### src/rtl/ft245_byte_unpacker.sv
// Sync-hunting byte unpacker: packs payload bytes little-endian into samples and queues them in an output FIFO.
// A sample is visible 1 clk after its final byte is accepted; byte_ready drops while the FIFO is full.
module ft245_byte_unpacker #(
    parameter int          SAMPLE_BYTES = 2,
    parameter logic [7:0]  SYNC_BYTE    = 8'hA5,
    parameter int          FIFO_DEPTH   = 4
) (
    input  logic                      clk,
    input  logic                      rst,
    input  logic [7:0]                byte_data,
    input  logic                      byte_valid,
    output logic                      byte_ready,
    output logic [8*SAMPLE_BYTES-1:0] sample_data,
    output logic                      sample_valid,
    input  logic                      sample_ready,
    output logic                      sample_last,
    output logic                      in_frame,
    output logic [7:0]                sync_err_count
);
    localparam int SW = 8 * SAMPLE_BYTES;
    localparam int AW = $clog2(FIFO_DEPTH);
    localparam int CW = AW + 1;

    typedef enum logic [1:0] {HUNT, LEN, PAYLOAD} state_t;

    state_t          state, state_nxt;
    logic [1:0]      idx;
    logic [8:0]      remaining;
    logic [SW-1:0]   sreg, sample_nxt;
    logic [SW:0]     mem [FIFO_DEPTH];
    logic [AW-1:0]   wr_ptr, rd_ptr;
    logic [CW-1:0]   count;
    logic            accept, pop, push, push_last, last_byte;

    // byte_ready looks only at the registered count, never at sample_ready
    assign byte_ready   = !rst && (count < CW'(FIFO_DEPTH));
    assign accept       = byte_valid && byte_ready;
    assign sample_valid = (count != '0);
    assign pop          = sample_valid && sample_ready;
    assign last_byte    = (idx == 2'(SAMPLE_BYTES - 1));
    assign {sample_last, sample_data} = sample_valid ? mem[rd_ptr] : '0;

    always_comb begin
        sample_nxt = sreg;
        sample_nxt[8*idx +: 8] = byte_data;
    end

    always_ff @(posedge clk) begin
        if (rst) state <= HUNT;
        else     state <= state_nxt;
    end

    always_comb begin
        state_nxt = state;
        push      = 1'b0;
        push_last = 1'b0;
        case (state)
            HUNT:    if (accept && byte_data == SYNC_BYTE) state_nxt = LEN;
            LEN:     if (accept) state_nxt = PAYLOAD;
            PAYLOAD: begin
                if (accept && last_byte) begin
                    push      = 1'b1;
                    push_last = (remaining == 9'd1);
                    if (push_last) state_nxt = HUNT;
                end
            end
            default: state_nxt = HUNT;
        endcase
    end

    always_ff @(posedge clk) begin
        if (rst) begin
            idx            <= '0;
            remaining      <= '0;
            sreg           <= '0;
            sync_err_count <= '0;
            in_frame       <= 1'b0;
            wr_ptr         <= '0;
            rd_ptr         <= '0;
            count          <= '0;
        end else begin
            in_frame <= (state_nxt != HUNT);
            if (accept) begin
                case (state)
                    HUNT: begin
                        if (byte_data != SYNC_BYTE && sync_err_count != 8'hFF)
                            sync_err_count <= sync_err_count + 8'd1;
                    end
                    LEN: begin
                        // a zero length byte encodes a full 256-sample frame
                        remaining <= (byte_data == 8'd0) ? 9'd256 : {1'b0, byte_data};
                        idx       <= '0;
                    end
                    PAYLOAD: begin
                        sreg <= sample_nxt;
                        if (last_byte) begin
                            idx       <= '0;
                            remaining <= remaining - 9'd1;
                        end else begin
                            idx <= idx + 2'd1;
                        end
                    end
                    default: ;
                endcase
            end
            if (push) wr_ptr <= wr_ptr + AW'(1);
            if (pop)  rd_ptr <= rd_ptr + AW'(1);
            case ({push, pop})
                2'b10:   count <= count + CW'(1);
                2'b01:   count <= count - CW'(1);
                default: ;
            endcase
        end
    end

    always_ff @(posedge clk) begin
        if (push) mem[wr_ptr] <= {push_last, sample_nxt};
    end
endmodule

### config.mk
export PLATFORM = sky130hd
export DESIGN_NAME = ft245_byte_unpacker
export DESIGN_NICKNAME = d
export VERILOG_FILES = /design/src/rtl/ft245_byte_unpacker.sv
export SDC_FILE = /design/constraint.sdc
export NUM_CORES = 1
export LEC_CHECK = 0
export CAP_MARGIN = 20
export CORE_ASPECT_RATIO = 1.4
export CORE_MARGIN = 2
export CORE_UTILIZATION = 60
export DETAILED_ROUTE_END_ITERATION = 16
export HOLD_SLACK_MARGIN = 0.06
export PLACE_DENSITY = 0.82
export REMOVE_ABC_BUFFERS = 1
export SYNTH_ARGS = -nofsm -noshare
export SYNTH_HDL_FRONTEND = slang
export SYNTH_SLANG_ARGS = --single-unit
### constraint.sdc
create_clock -name clk -period 5.87 [get_ports clk]
set_clock_uncertainty 0.05 [all_clocks]
set_input_delay 1.761 -clock clk [delete_from_list [all_inputs] [get_ports clk]]
set_output_delay 1.761 -clock clk [all_outputs]
set_load 0.005 [all_outputs]
==> tab_implementation.tex, run 1 <==
\begin{tabular}{lr}
\hline
Metric & Value \\
\hline
\multicolumn{2}{l}{\textbf{Setup path}} \\
Count of cells along the worst register-to-register path & 10 \\
Slowest library cell on the worst path & sky130\_fd\_sc\_hd\_\_clkdlybuf4s50\_1 \\
Peak fanout along the critical path & 2 \\
Kind of critical path & in2out \\
Data arrival time of the critical path & 2.78 ns \\
Worst setup SP type & input port \\
Largest incremental delay on the critical path & 0.51 ns \\
Setup slack of the most critical reg-to-reg path & 2.77 ns \\
Most numerous cell on the critical path & sky130\_fd\_sc\_hd\_\_clkdlybuf4s50\_1 \\
Buffering stage count on the worst path with inverters included & 2 \\
Required @ worst endpoint & 4.06 ns \\
Endpoint of the worst-slack reg-to-reg timing path & count[2]\$\_SDFFE\_PP0P\_ \\
Start of the worst register-to-register path & state[0]\$\_SDFF\_PP0\_ \\
CP Cell Sequence & clkdlybuf4s50\_1 -> nor2\_1 -> clkdlybuf4s50\_1 \\
Endpoint type of the worst setup path & primary output \\
Largest delay contributor family on the critical path & buffers and inverters \\
\multicolumn{2}{l}{\textbf{GRT}} \\
Global-route usage over all layers & 0.244 \\
Number of antenna violations at the first check in global routing & 0 \\
Via count of the first global-routing pass & 3525 \\
Congestion Overflow GR & 0 \\
Global-route wire length before repair & 17700 um \\
Largest net degree at the start of global routing & 35 \\
\multicolumn{2}{l}{\textbf{Finish}} \\
Final nets & 504 \\
Core utilization of the finished layout & 0.729 \\
Signed area change from the synthesized netlist to the final layout & 18.7\% \\
Number of antenna repair diodes & 0 \\
Layout cells sized above 1 & 0.113 \\
Total of fill cells in the finished design & 556 \\
\multicolumn{2}{l}{\textbf{Detailed routing}} \\
Pre-Repair DR Iteration Count & 5 \\
Vias per cell & 6.04 \\
Iteration-0 DRC count of the detailed router & 230 \\
Average wire length per cell after detail routing & 18.5 um \\
Final wirelength & 11000 um \\
Via count & 3581 \\
DRC violations left & 0 \\
Post-detailed-route count of antenna-violating nets & 0 \\
\multicolumn{2}{l}{\textbf{Pwr}} \\
Power density cells & 296 nW/um\^{}2 \\
Leakage power of the design & 2.31 nW \\
Worst IR Drop VDD & 0.285 mV \\
Total power & 1.85 mW \\
\multicolumn{2}{l}{\textbf{Yosys}} \\
Post-synthesis cell type count & 60 \\
Share of synthesized registers carrying an async set or reset & 0 \\
Primary flip-flop cell chosen by synthesis mapping & sky130\_fd\_sc\_hd\_\_edfxtp\_1 \\
Number of synthesized register bits & 115 \\
Synthesized area per cell & 12.0 um\^{}2 \\
Post-synth top area share & 0.389 \\
Synthesized instance count & 437 \\
Sequential element share of the synthesized area & 0.568 \\
Synth Cell Area & 5260 um\^{}2 \\
Main area contributors after synthesis & sky130\_fd\_sc\_hd\_\_edfxtp\_1, sky130\_fd\_sc\_hd\_\_dfxtp\_1, sky130\_fd\_sc\_hd\_\_mux4\_2 \\
Cell with the most instances after synthesis & sky130\_fd\_sc\_hd\_\_edfxtp\_1 \\
Number of flops mapped to enable cells by yosys & 68 \\
Total number of yosys warnings & 0 \\
Most numerous cell types in the synthesized netlist & sky130\_fd\_sc\_hd\_\_edfxtp\_1, sky130\_fd\_sc\_hd\_\_dfxtp\_1, sky130\_fd\_sc\_hd\_\_nand2\_1, sky130\_fd\_sc\_hd\_\_inv\_1, sky130\_fd\_sc\_hd\_\_o21ai\_0 \\
Library cell with the largest summed area after synthesis & sky130\_fd\_sc\_hd\_\_edfxtp\_1 \\
\multicolumn{2}{l}{\textbf{STA}} \\
Minimum hold slack & 0.427 ns \\
Final hold violations & 0 \\
Post-layout minimum cycle time & 4.59 ns \\
Portion of the clock cycle consumed by the worst path in the final layout & 0.782 \\
Worst slew margin relative to its limit & 0.357 \\
Transition time at the pin with the least slew margin & 0.964 ns \\
Final critical-path setup slack & 1.28 ns \\
Pins Over Slew Limit & 0 \\
Setup violations, final & 0 \\
Setup repair after global routing missed its margin & false \\
Maximum clock frequency & 218 MHz \\
Sum of negative setup slack & 0 ns \\
\multicolumn{2}{l}{\textbf{Clocking}} \\
TritonCTS clock tree & yes \\
Post-CTS Resized & 0 \\
Root buffer cell & sky130\_fd\_sc\_hd\_\_clkbuf\_16 \\
H-tree levels & 4 \\
Clock sink total & 115 \\
Number of buffers on the longest clock path & 2 \\
Count of buffers added by post-CTS timing repair for setup & 0 \\
Clock-pin slew of the registers on the worst-case setup and hold paths & 0.05 ns \\
Skew-Pair Late Insertion Delay & 0.41 ns \\
Count of hold-fix buffers inserted at cts & 0 \\
Number of buffers created by CTS & 17 \\
\multicolumn{2}{l}{\textbf{Run status}} \\
Outcome & finished clean \\
\multicolumn{2}{l}{\textbf{Die}} \\
Initial Utilization & 0.614 \\
Overall die area & 9530 um\^{}2 \\
\# IOs & 40 \\
Overall die width & 83.1 um \\
Core region area & 8560 um\^{}2 \\
Vertical die dimension & 115 um \\
Cell row count & 40 \\
\multicolumn{2}{l}{\textbf{Worst hold path}} \\
Critical hold path startpoint & idx[1]\$\_SDFFE\_PP0P\_ \\
Hold Path Depth & 2 \\
Hold worst-path end & idx[1]\$\_SDFFE\_PP0P\_ \\
Tightest Hold Check Type & reg2reg \\
\multicolumn{2}{l}{\textbf{Placement}} \\
Count of port buffers added during placement & 39 \\
Last weighted congestion value of the routability-driven placer & 0.787 \\
Sum of net half-perimeters after detailed placement & 6930 um \\
Setup slack after placement & 1.28 ns \\
\multicolumn{2}{l}{\textbf{Flow run}} \\
Max-cap check violation count & 0 \\
\hline
\end{tabular}
-- layout make-up --
type	instances	area [um^2]	area share
Clock inverter	14	120	0.0193
Clock buffer	18	429	0.0688
Timing Repair Buffer	42	413	0.0662
Tap cell	105	131	0.0211
Sequential cell	115	2980	0.478
Inverter	31	116	0.0186
Multi-Input combinational cell	268	2050	0.328
-- per-layer routing --
metal	wire (um)	vias up	GRT usage
met3	499	24	0.0696
met5	0	-	0
met2	5920	110	0.435
met4	263	0	0.103
met1	4290	1752	0.276
li1	-	1695	-
-- report_power, final --
part / switching, mW / internal [mW]
Combinational: 0.0235 / 0.0159
Clock: 0.345 / 0.611
Sequential: 0.00200 / 0.851
Total: 0.371 / 1.48
-- registers in the layout (all words and copies together) (netlist names), named ones only --
signal          flops
count               3
idx                 2
in_frame            1
mem                68
rd_ptr              2
remaining           9
sreg               16
state               2
sync_err_count      8
wr_ptr              2
-- layout by cell type (no fill, tap or decap), types with 4 or more instances in the layout --
| cell type | count |
|---|---|
| sky130_fd_sc_hd__o21ai_0 | 27 |
| sky130_fd_sc_hd__nor2_1 | 17 |
| sky130_fd_sc_hd__nand3_1 | 10 |
| sky130_fd_sc_hd__and3_1 | 6 |
| sky130_fd_sc_hd__or4_1 | 7 |
| sky130_fd_sc_hd__clkdlybuf4s50_1 | 39 |
| sky130_fd_sc_hd__clkinv_2 | 6 |
| sky130_fd_sc_hd__clkinv_1 | 4 |
| sky130_fd_sc_hd__ha_1 | 16 |
| sky130_fd_sc_hd__edfxtp_1 | 68 |
| sky130_fd_sc_hd__mux4_2 | 17 |
| sky130_fd_sc_hd__o211a_1 | 13 |
| sky130_fd_sc_hd__dfxtp_1 | 47 |
| sky130_fd_sc_hd__clkbuf_16 | 17 |
| sky130_fd_sc_hd__nor2b_1 | 5 |
| sky130_fd_sc_hd__a21oi_1 | 19 |
| sky130_fd_sc_hd__nand2_1 | 44 |
| sky130_fd_sc_hd__inv_1 | 31 |
| sky130_fd_sc_hd__and2_1 | 18 |
-- cells by family (layout without fill, tap and decap cells) --
family	Yosys count	after routing	share of synthesized area
and+or+nand+nor	141	141	0.148
DFF	115	115	0.568
AOI/OAI and AO/OA	85	85	0.111
buffers and inverters	54	105	0.0429
muxes	20	20	0.0798
adders and majority gates	17	17	0.0419
xor gates and xnor gates	5	5	0.00833
-- stage by stage --
stage	instance area (um^2)	instances
2_1_floorplan	5150	414
3_3_place_gp	5690	561
3_5_place_dp	5690	561
4_1_cts	6240	593
5_1_grt	6240	593
6_report	6240	593
-- worst register-to-register path, stage by stage, from the launching register on --
cell and delay (ns):
sky130_fd_sc_hd__dfxtp_1 0.39, sky130_fd_sc_hd__inv_1 0.09, sky130_fd_sc_hd__ha_1 0.53, sky130_fd_sc_hd__and4bb_1 0.46, sky130_fd_sc_hd__nand2_1 0.21, sky130_fd_sc_hd__ha_1 0.24, sky130_fd_sc_hd__inv_1 0.07, sky130_fd_sc_hd__fa_1 0.39
sky130_fd_sc_hd__xor2_1 0.17, sky130_fd_sc_hd__or3_1 0.31, sky130_fd_sc_hd__a21oi_1 0.14
-- how the worst max path moves through the flow --
stage	startpoint	to	slack, ns	cells past startpoint
floorplan	rst	byte_ready	2.20	1
global placement	rst	byte_ready	1.27	3
detailed placement	rst	byte_ready	1.28	3
CTS	rst	byte_ready	1.27	3
global route	rst	byte_ready	1.20	3
finish	rst	byte_ready	1.28	3
No activity file was read; power rests on OpenSTA's default activity.
==> run 2: changes to the inputs <==
--- a/config.mk
+++ b/config.mk
@@ -8,10 +8,10 @@
 export CAP_MARGIN = 20
 export CORE_ASPECT_RATIO = 1.4
 export CORE_MARGIN = 2
-export CORE_UTILIZATION = 60
+export CORE_UTILIZATION = 53
 export DETAILED_ROUTE_END_ITERATION = 16
 export HOLD_SLACK_MARGIN = 0.06
-export PLACE_DENSITY = 0.82
+export PLACE_DENSITY = 0.76
 export REMOVE_ABC_BUFFERS = 1
 export SYNTH_ARGS = -nofsm -noshare
 export SYNTH_HDL_FRONTEND = slang
==> constraint.sdc (replaced) <==
create_clock -name clk -period 3.7 [get_ports clk]
set_clock_uncertainty 0.05 [all_clocks]
set_input_delay 1.11 -clock clk [delete_from_list [all_inputs] [get_ports clk]]
set_output_delay 1.11 -clock clk [all_outputs]
set_load 0.005 [all_outputs]
==> tab_implementation.tex, run 2 (same netlist as run 1, synthesis figures left out) <==
\begin{tabular}{lr}
\hline
Metric & Value \\
\hline
\multicolumn{2}{l}{\textbf{Finish}} \\
Number of antenna repair diodes & 0 (unchanged) \\
Commonest non-fill, non-tap cells in the layout & sky130\_fd\_sc\_hd\_\_edfxtp\_1, sky130\_fd\_sc\_hd\_\_dfxtp\_1, sky130\_fd\_sc\_hd\_\_nand2\_1, sky130\_fd\_sc\_hd\_\_clkdlybuf4s50\_1, sky130\_fd\_sc\_hd\_\_inv\_1 \\
Layout cells sized above 1 & 0.140 (+0.0273) \\
Biggest registers after layout & mem x68, sreg x16, remaining x9 \\
Leading cell type in the layout, fill and taps excluded & sky130\_fd\_sc\_hd\_\_edfxtp\_1 \\
Core utilization of the finished layout & 0.660 (-0.0694) \\
Signed area change from the synthesized netlist to the final layout & 22.9\% \\
Number of standard cells in the final layout excluding fillers & 635 (+7.1\%) \\
Final nets & 516 (+2.4\%) \\
Largest register FFs & 68 (unchanged) \\
Top reg by flops & mem \\
Final instance area & 6460 um\^{}2 (+3.5\%) \\
\multicolumn{2}{l}{\textbf{Clocking}} \\
Post-CTS Resized & 0 (unchanged) \\
Count of hold-fix buffers inserted at cts & 0 (unchanged) \\
TritonCTS clock tree & yes \\
Root buffer cell & sky130\_fd\_sc\_hd\_\_clkbuf\_16 \\
Number of buffers on the longest clock path & 2 (unchanged) \\
Clock sink total & 115 (unchanged) \\
Skew-Pair Late Insertion Delay & 0.40 ns (about the same) \\
Clock-pin slew of the registers on the worst-case setup and hold paths & 0.05 ns (about the same) \\
Number of buffers created by CTS & 17 (unchanged) \\
H-tree levels & 4 (unchanged) \\
Count of buffers added by post-CTS timing repair for setup & 0 (unchanged) \\
\multicolumn{2}{l}{\textbf{GRT}} \\
Via count of the first global-routing pass & 3566 (+1.2\%) \\
Largest net degree at the start of global routing & 31 (-11\%) \\
Global-route usage over all layers & 0.217 (-0.0273) \\
Routing usage on met2 & 0.370 (-0.0647) \\
Global routing met3 resource utilization & 0.0576 (-0.0120) \\
GRT busiest layer & met2 \\
Congestion Overflow GR & 0 (unchanged) \\
Number of antenna violations at the first check in global routing & 0 (unchanged) \\
Global-route wire length before repair & 17400 um (-1.9\%) \\
GR met1 Demand/Resource & 0.252 (-0.0239) \\
\multicolumn{2}{l}{\textbf{STA}} \\
Worst slew margin relative to its limit & 0.488 (+0.131) \\
Post-layout minimum cycle time & 3.39 ns \\
Transition time at the pin with the least slew margin & 0.761 ns (-0.203 ns) \\
Maximum clock frequency & 295 MHz \\
Portion of the clock cycle consumed by the worst path in the final layout & 0.916 \\
Setup repair after global routing missed its margin & false \\
Pins Over Slew Limit & 0 (unchanged) \\
Sum of negative setup slack & 0 ns (unchanged) \\
Setup violations, final & 0 (unchanged) \\
Final hold violations & 0 (unchanged) \\
\multicolumn{2}{l}{\textbf{Pwr}} \\
Power density cells & 494 nW/um\^{}2 (+67\%) \\
Combinational share of power & 0.021 (about the same) \\
Switching fraction of total power & 0.194 (-0.00680) \\
Worst IR Drop VDD & 0.353 mV (+24\%) \\
Relative contribution of the clock network to total power & 0.555 (+0.038) \\
Net Switching & 0.618 mW (+67\%) \\
Total power & 3.19 mW (+73\%) \\
Leakage power of the design & 2.41 nW (+4.4\%) \\
Reg power frac & 0.424 (-0.038) \\
Internal power component & 2.57 mW (+74\%) \\
\multicolumn{2}{l}{\textbf{Die}} \\
Cell row count & 43 (+7.5\%) \\
Vertical die dimension & 122 um (+6.2\%) \\
Overall die area & 10700 um\^{}2 (+13\%) \\
Core region area & 9790 um\^{}2 (+14\%) \\
Overall die width & 88.2 um (+6.1\%) \\
\# IOs & 40 (unchanged) \\
Initial Utilization & 0.537 (-0.0774) \\
\multicolumn{2}{l}{\textbf{Detailed routing}} \\
Final wirelength & 10700 um (-2.9\%) \\
Vias per cell & 5.70 (-5.6\%) \\
Post-detailed-route count of antenna-violating nets & 0 (unchanged) \\
Pre-Repair DR Iteration Count & 5 (unchanged) \\
Via count & 3619 (+1.1\%) \\
DRC violations left & 0 (unchanged) \\
Average wire length per cell after detail routing & 16.8 um (-9.3\%) \\
Iteration-0 DRC count of the detailed router & 261 (+13\%) \\
\multicolumn{2}{l}{\textbf{Worst hold path}} \\
Tightest Hold Check Type & reg2reg \\
\multicolumn{2}{l}{\textbf{Setup path}} \\
Endpoint type of the worst setup path & primary output \\
Required @ worst endpoint & 2.54 ns (-1.52 ns) \\
Worst setup SP type & register \\
Peak fanout along the critical path & 17 (+15) \\
Kind of critical path & reg2out \\
Data arrival time of the critical path & 2.23 ns (-0.55 ns) \\
\multicolumn{2}{l}{\textbf{Placement}} \\
Cell total after placement & 603 (+7.5\%) \\
Placed instance area & 5820 um\^{}2 (+2.2\%) \\
Count of port buffers added during placement & 39 (unchanged) \\
Last weighted congestion value of the routability-driven placer & 0.837 (+6.4\%) \\
Sum of net half-perimeters after detailed placement & 7030 um (+1.5\%) \\
\multicolumn{2}{l}{\textbf{Flow run}} \\
Max-cap check violation count & 0 (unchanged) \\
\multicolumn{2}{l}{\textbf{Run status}} \\
Outcome & finished clean \\
\hline
\end{tabular}
-- run 2: area by class of cell --
| class | instances | area, um^2 |
|---|---|---|
| sequential | 115 | 2980 |
| clock buffer | 19 | 433 |
| clock inverter | 13 | 209 |
| inverter | 31 | 116 |
| tap | 135 | 169 |
| timing repair buffer | 54 | 503 |
| fill | 731 | 3330 |
| multi-input combinational | 268 | 2050 |
-- run 2: final timing paths --
check                        start                    end  slack, ns  cells after the start
min reg2reg    idx[1]$_SDFFE_PP0P_    idx[1]$_SDFFE_PP0P_       0.43                      2
min            idx[1]$_SDFFE_PP0P_    idx[1]$_SDFFE_PP0P_       0.43                      2
max                       register         sample_data[0]       0.31                      4
max reg2reg  count[2]$_SDFFE_PP0P_  count[2]$_SDFFE_PP0P_       1.01                      8
-- run 2: power by group through the flow --
| stage | clock network, mW | registers [mW] | logic [mW] |
|---|---|---|---|
| after CTS | 1.78 | 1.35 | 0.0666 |
| after global placement | 0 | 1.38 | 0.0644 |
| after global routing | 1.85 | 1.35 | 0.0722 |
| final | 1.77 | 1.35 | 0.0669 |
| after detailed placement | 0 | 1.38 | 0.0659 |
| after floorplan | 0 | 1.38 | 0.0234 |
-- run 2: critical path, stage by stage, from the launching register on --
cell and delay, ns:
sky130_fd_sc_hd__dfxtp_1 0.32, sky130_fd_sc_hd__buf_4 0.33, sky130_fd_sc_hd__mux4_2 0.56, sky130_fd_sc_hd__and2_1 0.17, sky130_fd_sc_hd__clkdlybuf4s50_1 0.44
-- run 2: metrics by stage --
| step | hold slack [ns] | setup slack, ns |
|---|---|---|
| 6_report | 0.432 | 0.309 |
| 5_1_grt | 0.476 | 0.178 |
| 4_1_cts | 0.434 | 0.263 |
| 3_5_place_dp | 0.426 | 0.213 |
| 3_3_place_gp | 0.410 | 0.316 |
| 2_1_floorplan | 0.393 | 0.889 |
-- run 2: metal layers --
layer,vias to the layer above,share of wire,wire [um]
met2,88,0.52,5570
met1,1790,0.41,4370
li1,1715,-,-
met5,-,0,0
met4,0,0.030,318
met3,26,0.036,388
